$ cat src/rtl/dac_wave_gen_if.sv
// Sample stream between the waveform generator and the DAC serialiser stage.
// The generator is the master; the DAC stage returns sample_ready.
interface dac_wave_gen_if;
    logic [7:0] sample_out;
    logic       sample_valid;
    logic       sample_ready;

    modport master (output sample_out, output sample_valid, input sample_ready);
    modport slave  (input sample_out, input sample_valid, output sample_ready);
endinterface

$ cat src/rtl/dac_wave_gen.sv
// DAC waveform generator: phase-accumulator triangle/saw/square or host FIFO
// samples, delivered one per load/hold handshake with a one-cycle bubble.
module dac_wave_gen #(
    parameter int PHASE_W    = 16,
    parameter int FIFO_DEPTH = 4
) (
    input  logic               clk_in,
    input  logic               rst_n,
    input  logic [1:0]         wave_sel,
    input  logic [PHASE_W-1:0] freq_step,
    input  logic               host_wr,
    input  logic [7:0]         host_data,
    input  logic               clr_flags,
    dac_wave_gen_if.master     smp,
    output logic               host_full,
    output logic [2:0]         fifo_level,
    output logic               overflow,
    output logic [7:0]         underrun_cnt
);

    localparam int PTR_W = (FIFO_DEPTH > 1) ? $clog2(FIFO_DEPTH) : 1;

    typedef enum logic {S_LOAD, S_HOLD} state_t;

    state_t             state;
    logic [PHASE_W-1:0] phase;
    logic [7:0]         last_host;
    logic [7:0]         fifo_mem [FIFO_DEPTH];
    logic [PTR_W-1:0]   rd_ptr;
    logic [PTR_W-1:0]   wr_ptr;
    logic [2:0]         level;

    logic       fifo_empty;
    logic       fifo_full;
    logic       host_load;
    logic       do_push;
    logic       do_pop;
    logic       underrun;
    logic [7:0] p;
    logic [7:0] wave_val;

    assign fifo_empty = (level == 3'd0);
    assign fifo_full  = (level == 3'(FIFO_DEPTH));
    assign host_full  = fifo_full;
    assign fifo_level = level;

    assign host_load = (state == S_LOAD) && (wave_sel == 2'd3);
    assign do_pop    = host_load && !fifo_empty;
    assign underrun  = host_load && fifo_empty;
    assign do_push   = host_wr && !fifo_full;

    assign p = phase[PHASE_W-1 -: 8];

    function automatic logic [PTR_W-1:0] ptr_next(input logic [PTR_W-1:0] ptr);
        return (ptr == PTR_W'(FIFO_DEPTH - 1)) ? '0 : ptr + PTR_W'(1);
    endfunction

    always_comb begin
        // NOTE: give every always_comb output a default first so no path can infer a latch.
        wave_val = p;
        case (wave_sel)
            2'd0:    wave_val = p[7] ? ~{p[6:0], 1'b0} : {p[6:0], 1'b0};
            2'd2:    wave_val = p[7] ? 8'hFF : 8'h00;
            2'd3:    wave_val = fifo_empty ? last_host : fifo_mem[rd_ptr];
            default: wave_val = p;
        endcase
    end

    // NOTE: storage is not reset; pointers and level alone say which entries are valid.
    always_ff @(posedge clk_in) begin
        if (do_push) fifo_mem[wr_ptr] <= host_data;
    end

    // NOTE: all sequential state uses non-blocking assignment so every register sees pre-edge values.
    always_ff @(posedge clk_in or negedge rst_n) begin
        if (!rst_n) begin
            state            <= S_LOAD;
            smp.sample_out   <= 8'h00;
            smp.sample_valid <= 1'b0;
            phase            <= '0;
            last_host        <= 8'h00;
            rd_ptr           <= '0;
            wr_ptr           <= '0;
            level            <= 3'd0;
            overflow         <= 1'b0;
            underrun_cnt     <= 8'h00;
        end else begin
            case (state)
                S_LOAD: begin
                    smp.sample_out   <= wave_val;
                    smp.sample_valid <= 1'b1;
                    state            <= S_HOLD;
                    // Host mode freezes the accumulator so synthetic modes resume in phase.
                    if (wave_sel != 2'd3) phase <= phase + freq_step;
                    if (do_pop) last_host <= wave_val;
                end
                S_HOLD: begin
                    if (smp.sample_ready) begin
                        smp.sample_valid <= 1'b0;
                        state            <= S_LOAD;
                    end
                end
                default: state <= S_LOAD;
            endcase

            if (do_push) wr_ptr <= ptr_next(wr_ptr);
            if (do_pop)  rd_ptr <= ptr_next(rd_ptr);

            case ({do_push, do_pop})
                2'b10:   level <= level + 3'd1;
                2'b01:   level <= level - 3'd1;
                default: level <= level;
            endcase

            // A full FIFO drops the write even if a pop frees a slot on the same edge.
            if (clr_flags)                overflow <= 1'b0;
            else if (host_wr && fifo_full) overflow <= 1'b1;

            if (clr_flags)                                underrun_cnt <= 8'h00;
            else if (underrun && underrun_cnt != 8'hFF)   underrun_cnt <= underrun_cnt + 8'd1;
        end
    end

endmodule

$ cat src/flat_wrapper.sv
// flat-port wrapper written by rule: the top's interface ports become plain ports
module dac_wave_gen_flat 
#(
    parameter int PHASE_W    = 16,
    parameter int FIFO_DEPTH = 4
)
  (clk_in, rst_n, wave_sel, freq_step, host_wr, host_data, clr_flags, host_full, fifo_level, overflow, underrun_cnt, smp_sample_out, smp_sample_valid, smp_sample_ready);
  dac_wave_gen_if smp_i ();
  input  logic clk_in;
  input  logic rst_n;
  input  logic [1:0] wave_sel;
  input  logic [PHASE_W-1:0] freq_step;
  input  logic host_wr;
  input  logic [7:0] host_data;
  input  logic clr_flags;
  output logic host_full;
  output logic [2:0] fifo_level;
  output logic overflow;
  output logic [7:0] underrun_cnt;
  output wire logic [$bits(smp_i.sample_out)-1:0] smp_sample_out;
  output wire logic [$bits(smp_i.sample_valid)-1:0] smp_sample_valid;
  input wire logic [$bits(smp_i.sample_ready)-1:0] smp_sample_ready;
  assign smp_sample_out = smp_i.sample_out;
  assign smp_sample_valid = smp_i.sample_valid;
  assign smp_i.sample_ready = smp_sample_ready;
  dac_wave_gen #(.PHASE_W(PHASE_W), .FIFO_DEPTH(FIFO_DEPTH)) u_core (.clk_in(clk_in), .rst_n(rst_n), .wave_sel(wave_sel), .freq_step(freq_step), .host_wr(host_wr), .host_data(host_data), .clr_flags(clr_flags), .smp(smp_i), .host_full(host_full), .fifo_level(fifo_level), .overflow(overflow), .underrun_cnt(underrun_cnt));
endmodule
$ cat config.mk
export PLATFORM = sky130hd
export DESIGN_NAME = dac_wave_gen_flat
export DESIGN_NICKNAME = d
export VERILOG_FILES = /design/src/rtl/dac_wave_gen_if.sv /design/src/rtl/dac_wave_gen.sv /design/src/flat_wrapper.sv
export SDC_FILE = /design/constraint.sdc
export NUM_CORES = 1
export LEC_CHECK = 0
export ABC_AREA = 1
export CORE_UTILIZATION = 57
export DETAILED_ROUTE_END_ITERATION = 16
export GPL_ROUTABILITY_DRIVEN = 0
export PLACE_DENSITY = 0.81
export SKIP_LAST_GASP = 1
export SYNTH_ARGS = -nofsm -noshare
export SYNTH_HDL_FRONTEND = slang
export SYNTH_SLANG_ARGS = --single-unit
export TNS_END_PERCENT = 5
$ cat constraint.sdc
create_clock -name clk_in -period 3.02 [get_ports clk_in]
set_clock_uncertainty 0.15 [all_clocks]
set_input_delay 0.604 -clock clk_in [delete_from_list [all_inputs] [get_ports clk_in]]
set_output_delay 0.604 -clock clk_in [all_outputs]
set_load 0.05 [all_outputs]
==> flow_metrics.env <==
export IMPL_setup_viol=0
export IMPL_synth_avg_cell_area_sq_um=8.13
export IMPL_grt_util_all_layers_pct=25.1
export IMPL_row_count=32
export IMPL_fmaxAchievable_ghz=0.375
export IMPL_multi_input_area_sq_mm=0.00211
export IMPL_post_route_period_util_pct=88.3
export IMPL_start_util_pct=59.6
export IMPL_worstPathRequired_ns=2.27
export IMPL_startpoint="u_core.fifo_level[0]"
export IMPL_r2r_end="u_core.fifo_level[2]"
export IMPL_place_ws_ns=0.113
export IMPL_power_leakage_nw=2.62
export IMPL_route_vias_total=3919
export IMPL_fill_cells=636
export IMPL_avgViaCountPerCell=5.29
export IMPL_critPathLaunchType="flip-flop"
export IMPL_dr_pass1_iters=5
export IMPL_cp_depth=4
export IMPL_syn_nets=627
export IMPL_grt_pass1_wl_um=16800
export IMPL_tns_ns=0
export IMPL_final_hold_viol_count=0
export IMPL_crit_fanout=4
export IMPL_clk_latency_ns=0.35
export IMPL_wire_per_inst_um=13.2
export IMPL_numCtsBuffers=9
export IMPL_drt_first_iter_violations=209
export IMPL_clk_pin_slew_ns=0.09
export IMPL_design_core_area_sq_mm=0.00781
export IMPL_syn_inst=572
export IMPL_gr_total_overflow=0
export IMPL_syn2layout_area_growth_pct=18.5
export IMPL_io_pins=53
export IMPL_slowest_delay_ns=0.80
export IMPL_drive_gt1_share_pct=7.98
export IMPL_timing_final_ws_setup_ns=0.355
export IMPL_syn_area_sq_mm=0.00465
export IMPL_power_mw=4.82
export IMPL_r2r_worst_path_cells=10
export IMPL_path_buf_inv=2
export IMPL_p_per_area_mw_per_mm2=874
export IMPL_p_sw_mw=2.10
export IMPL_maxCapViolCount=0
export IMPL_internal_power_mw=2.72
export IMPL_worst_r2r_setup_slack_ns=0.61
export IMPL_p_comb_share_pct=46.3
export IMPL_drcViolationCount=0
export IMPL_relSlewSlack_pct=53.2
export IMPL_antenna_found_initial=0
export IMPL_clock_path_buffers=2
export IMPL_cts_setup_buffers=0
export IMPL_utilization_pct=70.6
export IMPL_peakVddDrop_v=0.000446
export IMPL_die_y_um=92.4
export IMPL_pwr_share_clk_pct=17.1
export IMPL_drt_wl_total_um=9820
export IMPL_grt_pass1_vias=3682
export IMPL_diodes=0
export IMPL_worstSetupPathType="flip-flop to output pin"
export IMPL_period_needed_ns=2.67
export IMPL_placed_cell_area_sq_mm=0.00530
export IMPL_synthDistinctLibCells=37
export IMPL_root_buffer="clkbuf_8"
export IMPL_ys_ff_latch=82
export IMPL_fin_area_sq_mm=0.00551
export IMPL_die_area_sq_mm=0.00853
export IMPL_io_buffer_count=52
export IMPL_cts_hold_buf=0
export IMPL_grt_start_max_net_pins=27
export IMPL_drv_slew=0
export IMPL_dp_hpwl_um=7380
export IMPL_antenna_left=0
export IMPL_status="complete, no violations"
export IMPL_worstPathCellList="nor2_1, nand2_1, inv_1, clkdlybuf4s50_1"
export IMPL_cts_resized=0
export IMPL_worst_pin_slew_ns=0.702
export IMPL_cts_tree="done"
export IMPL_yosysSeqAreaShare_pct=47.5
export IMPL_arrival_ns=1.91
export IMPL_final_common_cell="nand2_1"
export IMPL_seqCellArea_sq_mm=0.00221
export IMPL_die_x_um=92.4
export IMPL_htreeDepth=3
export IMPL_min_path_type="input pin to async pin"
export IMPL_r2r_start="u_core.fifo_level[0]"
export IMPL_crit_path_end="host_full"
export IMPL_clock_sinks=82
export IMPL_cp_end_kind="output pin"
export IMPL_final_cell_mix="183 x nand2_1, 60 x inv_1, 53 x nor2_1"
export IMPL_swShare_pct=43.5
export IMPL_crit_family="buffers and inverters"
export IMPL_yosysWarnings=0
export IMPL_seqPwrFrac_pct=36.6
export IMPL_rsz0062_at_grt="no"
export IMPL_nets=689
export IMPL_slowest_stage="clkdlybuf4s50_1"
==> cells in the mapped netlist (all sizes together) <==
library cell  instances  share of area, %
o21a                  1              0.16
edfxtp               32                21
nor3b                 1              0.16
o211ai                1              0.16
xnor2                 7               1.3
buf                  10               1.6
xor2                  4              0.75
nand2               188                16
ha                   22               5.9
clkinv                2              0.27
fa                    2              0.86
inv                  66               5.3
a21oi                23               2.6
nand3                38               4.5
or2                   7              0.94
nand4                 4              0.54
o21bai                7               1.1
nor2                 57               5.1
o21ai                39               4.3
and2                  1              0.13
dfrtp                50                27
nand3b                3              0.48
nor3                  7              0.75
==> power groups by stage <==
stage / logic (mW) / registers (mW) / clock network, mW
2_1_floorplan: 1.50 / 1.91 / 0
3_3_place_gp: 2.15 / 1.77 / 0
3_5_place_dp: 2.23 / 1.78 / 0
4_1_cts: 2.24 / 1.76 / 0.840
5_1_grt: 2.53 / 1.81 / 0.885
6_report: 2.23 / 1.76 / 0.824
==> per-layer routing <==
layer	GRT usage (%)	part of all wire, %
met1	33.0	44
met2	41.2	48
met3	5.25	5.8
met4	8.72	2.3
met5	0	0
==> final cells by class <==
type / instances / area share, %
multi-input cells: 412 / 38.2
clock inverters: 6 / 1.32
repair buffers: 61 / 10.8
flip-flops and latches: 82 / 40.1
inverters: 68 / 4.72
clock buffers: 10 / 2.50
well taps: 102 / 2.32
==> cells by family after synthesis <==
logic type                 Yosys count  share of synthesized area, %
and+or+nand+nor                    306                          28.2
buffers and inverters               78                          7.18
xor gates and xnor gates            11                          2.07
DFF                                 82                          47.5
adders and majority gates           24                          6.78
AOI/OAI and AO/OA                   71                          8.28
==> metrics by stage <==
stage | instances | hold slack [ns]
floorplan | 572 | 0.158
global placement | 725 | 0.311
detailed placement | 725 | 0.316
CTS | 741 | 0.112
global route | 741 | 0.130
finish | 741 | 0.109
==> worst min path at each step <==
stage                             start                  endpoint  depth (start not counted)
2_1_floorplan                     rst_n      u_core.fifo_level[0]                          0
3_3_place_gp        u_core.last_host[5]       u_core.last_host[5]                          2
3_5_place_dp   u_core.smp.sample_out[3]  u_core.smp.sample_out[3]                          2
4_1_cts                           rst_n              u_core.state                          1
5_1_grt                           rst_n              u_core.state                          1
6_report                          rst_n              u_core.state                          1
==> registers in the layout (all words and copies together) (netlist names), 2 cells and up <==
register,flops
u_core.fifo_mem,32
u_core.wr_ptr,2
u_core.last_host,8
u_core.smp.sample_out,8
u_core.rd_ptr,2
u_core.phase,16
u_core.underrun_cnt,8
u_core.fifo_level,3
Power figures use the tool's default switching activity.
